===== config.mk =====
export PLATFORM = sky130hd
export DESIGN_NAME = multi_chan_dap
export DESIGN_NICKNAME = d
export VERILOG_FILES = /design/src/rtl/dap_pkg.sv /design/src/rtl/tap_fsm.sv /design/src/rtl/multi_chan_dap.sv
export SDC_FILE = /design/constraint.sdc
export NUM_CORES = 1
export LEC_CHECK = 0
export CAP_MARGIN = 5
export CORE_AREA = 2 2 85 128
export DETAILED_ROUTE_END_ITERATION = 6
export DIE_AREA = 0 0 87 130
export GPL_TIMING_DRIVEN = 0
export PLACE_DENSITY = 0.81
export SLEW_MARGIN = 10
export SYNTH_ARGS = -nofsm -noshare
export SYNTH_HDL_FRONTEND = slang
export SYNTH_SLANG_ARGS = --single-unit

===== constraint.sdc =====
create_clock -name tck -period 10.9 [get_ports tck]
set_clock_uncertainty 0.15 [all_clocks]
set_input_delay 1.09 -clock tck [delete_from_list [all_inputs] [get_ports tck]]
set_output_delay 1.09 -clock tck [all_outputs]
set_load 0.05 [all_outputs]

===== src/rtl/dap_pkg.sv =====
// Shared TAP state encoding and IR code constants for the multi-channel debug access port.
package dap_pkg;

  typedef enum logic [3:0] {
    ST_EXIT2_DR = 4'h0,
    ST_EXIT1_DR = 4'h1,
    ST_SHIFT_DR = 4'h2,
    ST_PAUSE_DR = 4'h3,
    ST_SEL_IR   = 4'h4,
    ST_UPD_DR   = 4'h5,
    ST_CAP_DR   = 4'h6,
    ST_SEL_DR   = 4'h7,
    ST_EXIT2_IR = 4'h8,
    ST_EXIT1_IR = 4'h9,
    ST_SHIFT_IR = 4'hA,
    ST_PAUSE_IR = 4'hB,
    ST_RTI      = 4'hC,
    ST_UPD_IR   = 4'hD,
    ST_CAP_IR   = 4'hE,
    ST_TLR      = 4'hF
  } tap_state_e;

  localparam int IR_CODE_IDCODE  = 1;
  localparam int IR_CODE_BYPASS  = -1;  // all ones once sized to the IR width
  localparam int IR_CODE_CH_BASE = 2;

endpackage


===== src/rtl/tap_fsm.sv =====
// IEEE 1149.1 16-state TAP controller; state is exposed directly for decode and observation.
module tap_fsm
  import dap_pkg::*;
(
  input  logic       tck_i,
  input  logic       trst_i,
  input  logic       tms_i,
  output tap_state_e state_o
);

  tap_state_e state_q;

  always_ff @(posedge tck_i or posedge trst_i) begin
    if (trst_i) begin
      state_q <= ST_TLR;
    end else begin
      case (state_q)
        ST_TLR:      state_q <= tms_i ? ST_TLR      : ST_RTI;
        ST_RTI:      state_q <= tms_i ? ST_SEL_DR   : ST_RTI;
        ST_SEL_DR:   state_q <= tms_i ? ST_SEL_IR   : ST_CAP_DR;
        ST_CAP_DR:   state_q <= tms_i ? ST_EXIT1_DR : ST_SHIFT_DR;
        ST_SHIFT_DR: state_q <= tms_i ? ST_EXIT1_DR : ST_SHIFT_DR;
        ST_EXIT1_DR: state_q <= tms_i ? ST_UPD_DR   : ST_PAUSE_DR;
        ST_PAUSE_DR: state_q <= tms_i ? ST_EXIT2_DR : ST_PAUSE_DR;
        ST_EXIT2_DR: state_q <= tms_i ? ST_UPD_DR   : ST_SHIFT_DR;
        ST_UPD_DR:   state_q <= tms_i ? ST_SEL_DR   : ST_RTI;
        ST_SEL_IR:   state_q <= tms_i ? ST_TLR      : ST_CAP_IR;
        ST_CAP_IR:   state_q <= tms_i ? ST_EXIT1_IR : ST_SHIFT_IR;
        ST_SHIFT_IR: state_q <= tms_i ? ST_EXIT1_IR : ST_SHIFT_IR;
        ST_EXIT1_IR: state_q <= tms_i ? ST_UPD_IR   : ST_PAUSE_IR;
        ST_PAUSE_IR: state_q <= tms_i ? ST_EXIT2_IR : ST_PAUSE_IR;
        ST_EXIT2_IR: state_q <= tms_i ? ST_UPD_IR   : ST_SHIFT_IR;
        ST_UPD_IR:   state_q <= tms_i ? ST_SEL_DR   : ST_RTI;
        default:     state_q <= ST_TLR;
      endcase
    end
  end

  assign state_o = state_q;

endmodule


===== src/rtl/multi_chan_dap.sv =====
// Multi-channel JTAG debug access port: TAP, IR decode, BYPASS/IDCODE/per-channel data registers.
// Define MULTI_CHAN_DAP_IDCODE_EN to include the IDCODE register; otherwise IR resets to BYPASS.
module multi_chan_dap
  import dap_pkg::*;
#(
  parameter int          IR_W       = 4,
  parameter int          NUM_CH     = 2,
  parameter int          DR_W       = 32,
  parameter logic [31:0] IDCODE_VAL = 32'h1DC0_0001
) (
  input  logic                     tck,
  input  logic                     trst,
  input  logic                     tms,
  input  logic                     tdi,
  output logic                     tdo,
  output logic                     tdo_en,
  input  logic [NUM_CH*DR_W-1:0]   ch_cap_data,
  output logic [NUM_CH*DR_W-1:0]   ch_upd_data,
  output logic [NUM_CH-1:0]        ch_upd_vld,
  output logic [NUM_CH-1:0]        ch_sel
);

  tap_state_e             state;
  logic [IR_W-1:0]        ir_q;
  logic [IR_W-1:0]        ir_sr_q;
  logic                   byp_q;
  logic                   cap_seen_q;
  logic                   tdo_q;
  logic                   tdo_d;
  logic                   is_ch;
  logic                   is_id;
  logic                   id_lsb;
  logic [DR_W-1:0]        ch_sr_q;
  logic [DR_W-1:0]        cap_ch;
  logic [NUM_CH*DR_W-1:0] upd_data_q;
  logic [NUM_CH-1:0]      upd_vld_q;
  logic [NUM_CH-1:0]      sel;

  tap_fsm u_fsm (
    .tck_i   (tck),
    .trst_i  (trst),
    .tms_i   (tms),
    .state_o (state)
  );

`ifdef MULTI_CHAN_DAP_IDCODE_EN
  localparam logic [IR_W-1:0] IR_RESET = IR_W'(IR_CODE_IDCODE);
  logic [31:0] id_sr_q;

  assign is_id  = (ir_q == IR_W'(IR_CODE_IDCODE));
  assign id_lsb = id_sr_q[0];

  always_ff @(posedge tck or posedge trst) begin
    if (trst) begin
      id_sr_q <= '0;
    end else if (state == ST_CAP_DR) begin
      id_sr_q <= IDCODE_VAL;
    end else if (state == ST_SHIFT_DR && is_id) begin
      id_sr_q <= {tdi, id_sr_q[31:1]};
    end
  end
`else
  localparam logic [IR_W-1:0] IR_RESET = IR_W'(IR_CODE_BYPASS);
  assign is_id  = 1'b0;
  assign id_lsb = 1'b0;
`endif

  // Channel codes are contiguous from CH_BASE; anything unmatched falls through to BYPASS.
  always_comb begin
    sel    = '0;
    cap_ch = '0;
    for (int k = 0; k < NUM_CH; k++) begin
      if (ir_q == IR_W'(IR_CODE_CH_BASE + k)) begin
        sel[k] = 1'b1;
        cap_ch = ch_cap_data[k*DR_W +: DR_W];
      end
    end
  end

  assign is_ch = |sel;

  always_comb begin
    tdo_d = 1'b0;
    if (state == ST_SHIFT_IR) begin
      tdo_d = ir_sr_q[0];
    end else if (state == ST_SHIFT_DR) begin
      tdo_d = is_ch ? ch_sr_q[0] : (is_id ? id_lsb : byp_q);
    end
  end

  always_ff @(posedge tck or posedge trst) begin
    if (trst) begin
      ir_q       <= IR_RESET;
      ir_sr_q    <= '0;
      byp_q      <= 1'b0;
      ch_sr_q    <= '0;
      cap_seen_q <= 1'b0;
      upd_data_q <= '0;
      upd_vld_q  <= '0;
    end else begin
      upd_vld_q <= '0;
      case (state)
        ST_TLR:      ir_q    <= IR_RESET;
        ST_CAP_IR:   ir_sr_q <= IR_W'(1);
        ST_SHIFT_IR: ir_sr_q <= {tdi, ir_sr_q[IR_W-1:1]};
        ST_UPD_IR:   ir_q    <= ir_sr_q;
        ST_CAP_DR: begin
          byp_q      <= 1'b0;
          ch_sr_q    <= cap_ch;
          cap_seen_q <= 1'b1;
        end
        ST_SHIFT_DR: begin
          if (is_ch) begin
            ch_sr_q <= {tdi, ch_sr_q[DR_W-1:1]};
          end else if (!is_id) begin
            byp_q <= tdi;
          end
        end
        ST_UPD_DR: begin
          if (cap_seen_q && is_ch) begin
            upd_vld_q <= sel;
            for (int k = 0; k < NUM_CH; k++) begin
              if (sel[k]) upd_data_q[k*DR_W +: DR_W] <= ch_sr_q;
            end
          end
        end
        default: ;
      endcase
    end
  end

  // tdo launches on the falling edge so the probe samples it on the next rising edge.
  always_ff @(negedge tck or posedge trst) begin
    if (trst) tdo_q <= 1'b0;
    else      tdo_q <= tdo_d;
  end

  assign tdo         = tdo_q;
  assign tdo_en      = (state == ST_SHIFT_IR) || (state == ST_SHIFT_DR);
  assign ch_upd_data = upd_data_q;
  assign ch_upd_vld  = upd_vld_q;
  assign ch_sel      = sel;

endmodule


# == Yosys cells after proc, flatten, opt, wreduce, memory -nomap -nowiden ==
# Index checks and enable logic that the tools add are counted.
# word_totals
ff_bits,113
in_bits,68
output_inout_bits,70
wordCells,71
# classes
eq_ne,19
mux,28
n_reduce_logical,14
# op_table
operator,n
two-way mux 32 bit,3
one-hot mux 32 bit (2 select lines),1
one-hot mux 4 bit (12 select lines),1
"equality test 4 bit, second input constant",8
"equality test 4 x 2 -> 1 bit, second input constant",4
"equality test 4 x 3 -> 1 bit, second input constant",4
two-way mux 2 bit,8
one-hot mux 4 bit (2 select lines),2
two-way mux 3 bit,4
two-way mux 1 bit,7
AND reduction 3 bit,2
nonzero test 2 bit,3
OR reduction 2 bit,3
"equality test 4 x 1 -> 1 bit, second input constant",1
zero test 4 bit,1
two-way mux 4 bit,1
"inequality test 2 bit, second input constant",2
AND reduction 2 bit,2
OR reduction 3 bit,1
one-hot mux 1 bit (2 select lines),1
logical AND 1 bit,1
logical OR 1 bit,1

# == Depth between registers and ports, before layout ==
# Gate-level depths: netlist of the first run.
# depth
word_depth,6
mapped_depth,6
depth_no_buf,3

# == Hierarchy ==
# Synthesis of the first run repeated with hierarchy kept, for this count alone.
# hier_totals
hier_cells,367
hier_area_um2,5117.4
# by_module_without_submodules
mod,instances,cells_each,area_each_um2,seq_area_each_um2
multi_chan_dap,1,347,4916.0,2732.6
tap_fsm,1,20,201.4,105.1

==> impl_metrics.py, run 1 <==
metrics = {
    "status": {
        "outcome": "complete, no violations",
    },
    "worst_setup_path": {
        "start_kind": "register",
        "worstPathMaxFanout": 1,
        "r2r_start": "ir_q[1]",
        "r2r.worst_path.cells": 4,
        "worstSetupPathType": "register to output port",
        "crit_buf_inv": 1,
        "critPathMaxStageDelay_ps": 800,
        "endpoint_kind": "output port",
        "crit_slowest_cell": "clkdlybuf4s50_1",
        "r2r_setup_slack_ps": 3520,
        "crit_chain": "clkdlybuf4s50_1",
        "worstReg2RegEnd": "tdo",
        "crit_path_start": "tdo",
        "cp.required_ps": 9660,
        "cp.arrival_ps": 7010,
        "cp_top_family": "buffers and inverters",
        "crit_end": "tdo",
        "cp_num_cells": 1,
    },
    "route": {
        "antenna_left": 0,
        "drc_errors": 0,
        "vias": 3712,
        "first_iter_violations": 288,
        "routed_via_density": 5.67,
        "wl_per_cell_um": 19.0,
        "dr.pass1.iters": 4,
        "wirelength_um": 12500,
    },
    "floorplanning": {
        "die-width_um": 87,
        "core_sq_um": 10300,
        "fp-row-count": 46,
        "die_area_sq_um": 11300,
        "pin_count": 138,
        "die_h_um": 130,
        "initial_core_util": 0.485,
    },
    "pwr": {
        "power_mw": 1.68,
        "leakagePower_nw": 3.39,
        "ir_drop_mv": 0.142,
        "powerDensity_nw_per_um2": 237,
    },
    "timing": {
        "rsz0062_at_grt": "no",
        "maxSlewViolCount": 0,
        "setup_viol": 0,
        "setup_tns_ps": 0,
        "fin_ws_ps": 2650,
        "hold_viol_final": 0,
        "max-slew-margin-rel": 0.484,
        "worstMarginPinSlew_ps": 774,
    },
    "global_route": {
        "antenna_found_initial": 0,
        "grt_max_degree": 68,
        "grt_usage": 0.228,
        "grt_pass1_vias": 3888,
        "gr-total-overflow": 0,
        "grt_pass1_wl_um": 19600,
    },
    "place": {
        "dp.cells": 624,
        "gp_congestion": 0.865,
        "placed_area_sq_um": 6550,
        "port_buffers": 137,
        "pre_cts_ws_ps": 3040,
        "dpl.hpwl_um": 8690,
    },
    "clock_network": {
        "cts_tree": "yes",
        "cts-buffers-inserted": 17,
        "cts.clk_slew.worst_paths_ps": 50,
        "postCtsHoldBufs": 0,
        "cts-root-buf": "clkbuf_16",
        "clock_latency_ps": 400,
        "cts_buffer_depth": 2,
        "cts-resized-gates": 0,
        "cts_setup_buffers": 0,
        "cts_max_level": 4,
        "cts_sinks": 113,
    },
    "synth": {
        "yosys_warnings": 0,
        "synth_fp_nets": 434,
        "netlist_area_sq_um": 4990,
        "yosysUniqueCellTypes": 34,
        "avgSynthCellArea_sq_um": 13.6,
        "yosysTopAreaCell": "dfrtp_1",
        "synth_top_area_frac": 0.521,
        "synth.most_common_cell": "dfrtp_1",
        "synthCells": 366,
        "synthFlopType": "dfrtp_1",
        "synth-seq-cells": 113,
        "synth_area_leaders": "dfrtp_1, mux2_4, mux2_2",
        "yosysSeqAreaShare": 0.568,
        "yosys-top-cells-count": "dfrtp_1, mux2_2, mux2i_1, a221o_1, nor3_1",
        "synth_edf_count": 0,
        "async_flop_share": 1.00,
    },
    "finish": {
        "postLayoutCellArea_sq_um": 7110,
        "layout-drive-gt1-share": 0.224,
        "finalNetCount": 591,
        "stdcell_count": 655,
        "syn_to_final_growth_pct": 42.4,
        "diodes": 0,
        "fillers": 705,
    },
    "flow_run": {
        "maxCapViolCount": 0,
    },
    "hold_path": {
        "hold_class": "register to register",
    },
}
-- metrics by stage --
step	hold WS [ps]	utilization
final	322	0.690
after global routing	345	0.690
after CTS	320	0.690
after detailed placement	302	0.635
after global placement	304	0.632
after floorplan	285	-
-- state kept, by name, summed over array words and instances, names as in the netlist --
name / cells
ch_upd_vld: 2
byp_q: 1
tdo: 1
ir_sr_q: 4
cap_seen_q: 1
ch_upd_data: 64
ch_sr_q: 32
u_fsm.state_o: 4
ir_q: 4
-- layout by cell type, fill, tap and decap left out, types with 8 or more instances in the layout --
master           count
clkdlybuf4s50_1    137
mux2i_1             34
mux2_4              29
mux2_2              35
nor3_1              33
buf_2                8
clkbuf_16           17
clkbuf_1            14
a221o_1             33
nor2_1               8
dfstp_2              8
nand2_1             14
dfrtp_1            104
o21ai_0             12
-- power by group --
part           switching (mW)  total [mW]  internal, mW
clock                   0.181       0.519         0.338
sequential             0.0599       0.572         0.512
combinational           0.361       0.591         0.231
-- metal layers --
layer / GRT usage / share of wire
met1: 0.265 / 0.38
met2: 0.397 / 0.55
met3: 0.0462 / 0.042
met4: 0.111 / 0.025
met5: 0 / 0
-- how the worst min path moves through the flow --
stage,from,to,cells past startpoint
6_report,cap_seen_q,cap_seen_q,1
5_1_grt,cap_seen_q,cap_seen_q,1
4_1_cts,cap_seen_q,cap_seen_q,1
3_5_place_dp,cap_seen_q,cap_seen_q,1
3_3_place_gp,cap_seen_q,cap_seen_q,1
2_1_floorplan,cap_seen_q,cap_seen_q,1
-- final cells by class --
cell class | instances | area, sq um | share of cell area
plain buffers | 29 | 149 | 0.0209
repair buffers | 138 | 1400 | 0.197
clock buffers | 20 | 447 | 0.0628
inverters | 7 | 31.3 | 0.00440
clock inverters | 11 | 115 | 0.0162
multi-input cells | 217 | 1980 | 0.278
flip-flops and latches | 113 | 2840 | 0.399
well taps | 120 | 150 | 0.0211
-- cell families (layout without fill, tap and decap cells) --
kind of cell / count (synthesis) / after routing / synth area share
buffers and inverters: 36 / 205 / 0.0351
multiplexers: 98 / 98 / 0.234
flip-flops: 113 / 113 / 0.568
AND/OR/NAND/NOR: 67 / 67 / 0.0732
AO/OA/AOI/OAI: 52 / 52 / 0.0890
Note: power is estimated with default switching activity, not from simulation.
==> inputs of run 2 (changes only) <==
--- a/config.mk
+++ b/config.mk
@@ -6,11 +6,11 @@
 export NUM_CORES = 1
 export LEC_CHECK = 0
 export CAP_MARGIN = 5
-export CORE_AREA = 2 2 85 128
+export CORE_AREA = 2 2 91 137
 export DETAILED_ROUTE_END_ITERATION = 6
-export DIE_AREA = 0 0 87 130
+export DIE_AREA = 0 0 93 139
 export GPL_TIMING_DRIVEN = 0
-export PLACE_DENSITY = 0.81
+export PLACE_DENSITY = 0.75
 export SLEW_MARGIN = 10
 export SYNTH_ARGS = -nofsm -noshare
 export SYNTH_HDL_FRONTEND = slang
==> constraint.sdc (replaced) <==
create_clock -name tck -period 6.64 [get_ports tck]
set_clock_uncertainty 0.15 [all_clocks]
set_input_delay 0.664 -clock tck [delete_from_list [all_inputs] [get_ports tck]]
set_output_delay 0.664 -clock tck [all_outputs]
set_load 0.05 [all_outputs]
==> run 2 against run 1 <==
  * Register-to-register slack got worse by 2200 ps
  * Critical path depth unchanged
  * Design area increased by 2.1%
  * Die area increased by 14%
  * Non-clock buffer count increased by 2
  * Total power increased by 72%
==> impl_metrics.py, run 2 (same netlist as run 1, synthesis figures left out) <==
metrics = {
    "floorplanning": {
        "core_sq_um": 11800,
        "die_h_um": 139,
        "fp-row-count": 49,
        "initial_core_util": 0.424,
        "die-width_um": 93,
        "pin_count": 138,
        "die_area_sq_um": 12900,
    },
    "pwr": {
        "leakagePower_nw": 3.43,
        "ir_drop_mv": 0.194,
        "powerDensity_nw_per_um2": 398,
    },
    "global_route": {
        "antenna_found_initial": 0,
        "grt_max_degree": 40,
        "gr-total-overflow": 0,
        "grt_pass1_vias": 3909,
        "grt_usage": 0.200,
        "grt_pass1_wl_um": 20000,
    },
    "finish": {
        "finalNetCount": 593,
        "final_common_cell": "clkdlybuf4s50_1",
        "diodes": 0,
        "syn_to_final_growth_pct": 45.3,
        "multi_input_area_sq_um": 1980,
        "fillers": 943,
        "layout-drive-gt1-share": 0.227,
        "layout_common_cells": "clkdlybuf4s50_1, dfrtp_1, mux2_2",
        "seq_area_sq_um": 2840,
        "postLayoutCellArea_sq_um": 7250,
        "largest_register_ffs": 64,
    },
    "timing": {
        "rsz0062_at_grt": "no",
        "hold_viol_final": 0,
        "setup_tns_ps": 0,
        "maxSlewViolCount": 0,
        "max-slew-margin-rel": 0.454,
        "setup_viol": 0,
        "worstMarginPinSlew_ps": 819,
    },
    "worst_setup_path": {
        "crit_slowest_cell": "clkdlybuf4s50_1",
        "r2r.worst_path.cells": 4,
        "cp_num_cells": 1,
        "critPathMaxStageDelay_ps": 790,
        "worstSetupPathType": "register to output port",
        "cp.arrival_ps": 4880,
        "cp.required_ps": 5830,
        "start_kind": "register",
        "endpoint_kind": "output port",
        "crit_chain": "clkdlybuf4s50_1",
        "cp_top_family": "buffers and inverters",
        "worstPathMaxFanout": 1,
        "crit_buf_inv": 1,
    },
    "flow_run": {
        "maxCapViolCount": 0,
    },
    "place": {
        "gp_congestion": 0.847,
        "port_buffers": 137,
        "dpl.hpwl_um": 8950,
        "placed_area_sq_um": 6620,
    },
    "clock_network": {
        "cts_sinks": 113,
        "cts_max_level": 4,
        "cts_tree": "yes",
        "cts-resized-gates": 0,
        "cts-root-buf": "clkbuf_16",
        "cts_buffer_depth": 2,
        "clock_latency_ps": 400,
        "cts_setup_buffers": 0,
        "cts-buffers-inserted": 17,
        "postCtsHoldBufs": 0,
        "cts.clk_slew.worst_paths_ps": 50,
    },
    "route": {
        "routed_via_density": 5.32,
        "vias": 3679,
        "antenna_left": 0,
        "drc_errors": 0,
        "wirelength_um": 12400,
        "first_iter_violations": 116,
        "dr.pass1.iters": 4,
        "wl_per_cell_um": 17.9,
    },
    "hold_path": {
        "hold_class": "register to register",
        "hold_path_depth": 1,
    },
    "status": {
        "outcome": "complete, no violations",
    },
}
## run 2: cell type report
cell class                      count  area share
Sequential cell                   113       0.391
Clock buffer                       21      0.0621
Timing Repair Buffer              140       0.197
Clock inverter                     11      0.0255
Buffer                             29      0.0205
Inverter                            7     0.00414
Tap cell                          153      0.0264
Multi-Input combinational cell    217       0.273
## run 2: per-stage QoR
stage	setup slack (ps)	std cells	hold WS (ps)	util	power [mW]
2_1_floorplan	1240	366	285	-	1.59
3_3_place_gp	244	656	310	0.557	1.89
3_5_place_dp	1210	659	310	0.562	1.92
4_1_cts	930	691	334	0.616	2.91
5_1_grt	911	691	355	0.616	3.01
6_report	947	691	338	0.616	2.89
## run 2: report_power, final
group	internal, mW	leakage, nW	switching (mW)	total [mW]
Sequential	0.840	1.53	0.0978	0.938
Combinational	0.380	1.59	0.589	0.969
Clock	0.672	0.307	0.308	0.980
## run 2: per-layer routing
| metal | track usage | vias up | share of wire |
|---|---|---|---|
| met2 | 0.341 | 122 | 0.53 |
| met5 | 0 | - | 0 |
| met3 | 0.0408 | 23 | 0.045 |
| met4 | 0.106 | 0 | 0.031 |
| li1 | - | 1690 | - |
| met1 | 0.235 | 1844 | 0.40 |
## run 2: worst paths after layout
path                                  from              end  slack [ps]
worst min register to register  cap_seen_q       cap_seen_q         340
worst min-delay path            cap_seen_q       cap_seen_q         340
min in group asynchronous             trst  ch_upd_data[16]         420
worst max-delay path                   tdo              tdo         950
max in group asynchronous             trst              tdo        1690
worst max register to register     ir_q[1]              tdo        1290
## run 2: worst reg2reg max path: cells and delay by family (launching register included)
family	cells	cell delay [ps]
muxes	1	140
AOI/OAI and AO/OA	1	490
buffers and inverters	1	230
DFF	1	530
and+or+nand+nor	1	410
==> inputs of run 3 (changes only) <==
--- a/config.mk
+++ b/config.mk
@@ -6,11 +6,14 @@
 export NUM_CORES = 1
 export LEC_CHECK = 0
 export CAP_MARGIN = 5
-export CORE_AREA = 2 2 91 137
+export CORE_AREA = 2 2 85 128
+export CTS_BUF_LIST = sky130_fd_sc_hd__clkbuf_4
 export DETAILED_ROUTE_END_ITERATION = 6
-export DIE_AREA = 0 0 93 139
+export DIE_AREA = 0 0 87 130
+export DONT_BUFFER_PORTS = 1
 export GPL_TIMING_DRIVEN = 0
-export PLACE_DENSITY = 0.75
+export PLACE_DENSITY = 0.66
+export SKIP_LAST_GASP = 1
 export SLEW_MARGIN = 10
 export SYNTH_ARGS = -nofsm -noshare
 export SYNTH_HDL_FRONTEND = slang
==> run 3 against run 2 <==
  * Global-route usage down 0.49 points
  * Die area shrank 13%
  * Clock power shrank 45%
  * Non-clock buffer count shrank 137
  * Wire length down 12%
  * Setup slack improved by 390 ps
  * Core utilization shrank 8.3 points
  * Largest power group is now sequential cells
  * Total power down 22%
  * Clock-buffer cell count shrank 4
  * Sequential power grew 26%
  * Register-to-register slack gained 40 ps
==> impl_metrics.py, run 3 (same netlist as run 1, synthesis figures left out) <==
metrics = {
    "clock_network": {
        "cts_sinks": 113,
        "clock_latency_ps": 510,
        "cts-buffers-inserted": 17,
        "cts_buffer_depth": 2,
        "cts_tree": "yes",
        "cts-resized-gates": 0,
        "cts_max_level": 4,
        "cts.clk_slew.worst_paths_ps": 90,
        "cts-root-buf": "clkbuf_4",
    },
    "timing": {
        "max-slew-margin-rel": 0.395,
        "worstMarginPinSlew_ps": 904,
        "maxSlewViolCount": 0,
        "setup_tns_ps": 0,
        "rsz0062_at_grt": "no",
        "hold_viol_final": 0,
        "setup_viol": 0,
    },
    "global_route": {
        "grt_pass1_wl_um": 16500,
        "grt_pass1_vias": 3132,
        "antenna_found_initial": 1,
        "gr-total-overflow": 0,
        "grt_max_degree": 40,
        "grt_usage": 0.195,
    },
    "route": {
        "vias": 3114,
        "routed_via_density": 5.99,
        "drc_errors": 0,
        "wirelength_um": 10900,
        "dr.pass1.iters": 5,
        "first_iter_violations": 126,
        "antenna_left": 0,
        "wl_per_cell_um": 20.9,
    },
    "worst_setup_path": {
        "cp.required_ps": 3580,
        "endpoint_kind": "register",
        "cp.arrival_ps": 2250,
        "worstPathMaxFanout": 10,
        "start_kind": "register",
        "worstSetupPathType": "register to register",
        "r2r_setup_slack_ps": 1330,
    },
    "finish": {
        "layout-drive-gt1-share": 0.298,
        "syn_to_final_growth_pct": 10.1,
        "final_common_cell": "dfrtp_1",
        "layout_common_cells": "dfrtp_1, mux2_2, mux2i_1",
        "largest_register_ffs": 64,
        "stdcell_count": 520,
        "finalNetCount": 456,
        "fin_util": 0.534,
    },
    "floorplanning": {
        "core_sq_um": 10300,
        "die-width_um": 87,
        "initial_core_util": 0.485,
        "die_area_sq_um": 11300,
        "die_h_um": 130,
        "fp-row-count": 46,
        "pin_count": 138,
    },
    "pwr": {
        "powerDensity_nw_per_um2": 411,
        "leakagePower_nw": 2.77,
        "power_mw": 2.26,
        "ir_drop_mv": 0.144,
    },
    "status": {
        "outcome": "complete, no violations",
    },
    "flow_run": {
        "maxCapViolCount": 0,
    },
    "place": {
        "dp.cells": 488,
        "port_buffers": 0,
        "dpl.hpwl_um": 7570,
        "gp_congestion": 0.786,
    },
    "hold_path": {
        "hold_class": "input pin to register",
    },
}
## run 3: area by class of cell
| class | count | area (sq um) |
|---|---|---|
| clock inverter | 13 | 170 |
| sequential | 113 | 2840 |
| fill | 880 | 4810 |
| tap | 120 | 150 |
| clock buffer | 17 | 128 |
| multi-input combinational | 217 | 1980 |
| inverter | 7 | 30.0 |
| antenna | 1 | 2.50 |
| buffer | 29 | 149 |
| timing repair buffer | 3 | 50.0 |
## run 3: metrics by stage
stage	worst slack (ps)	cell area (sq um)	hold WS, ps
finish	1330	5500	160
global route	1240	5500	110
CTS	1290	5490	124
detailed placement	1370	5190	312
global placement	712	5150	306
floorplan	1240	5000	285
## run 3: metal layers
layer | part of all wire | global-route usage | vias to the layer above
met4 | 0.020 | 0.0754 | 0
met2 | 0.51 | 0.313 | 105
met3 | 0.065 | 0.0784 | 16
met5 | 0 | 0 | -
met1 | 0.41 | 0.235 | 1570
li1 | - | - | 1423
## run 3: worst paths after layout
kind                          from               to  depth (start not counted)
max                        ir_q[1]              tdo                          4
min                            tdi      ch_sr_q[31]                          1
max reg2reg                ir_q[1]              tdo                          4
min reg2reg                ir_q[1]          ir_q[1]                          2
max in group asynchronous     trst              tdo                          2
min in group asynchronous     trst  ch_upd_data[34]                          2
## run 3: power breakdown
part / switching (mW) / leakage [nW] / internal [mW]
Clock: 0.254 / 0.156 / 0.289
Combinational: 0.303 / 1.09 / 0.228
Sequential: 0.351 / 1.53 / 0.832
## run 3: critical path: stages, from the launching register on
cell and delay, ps:
dfstp_2 530, or3b_4 410, buf_2 220, mux2i_1 140
a2111oi_0 430
## run 3: what timing repair did
action | CTS | global route
hold buffers | 1 | 0
hold endpoints to repair | 18 | 0
buffers inserted | 0 | 0
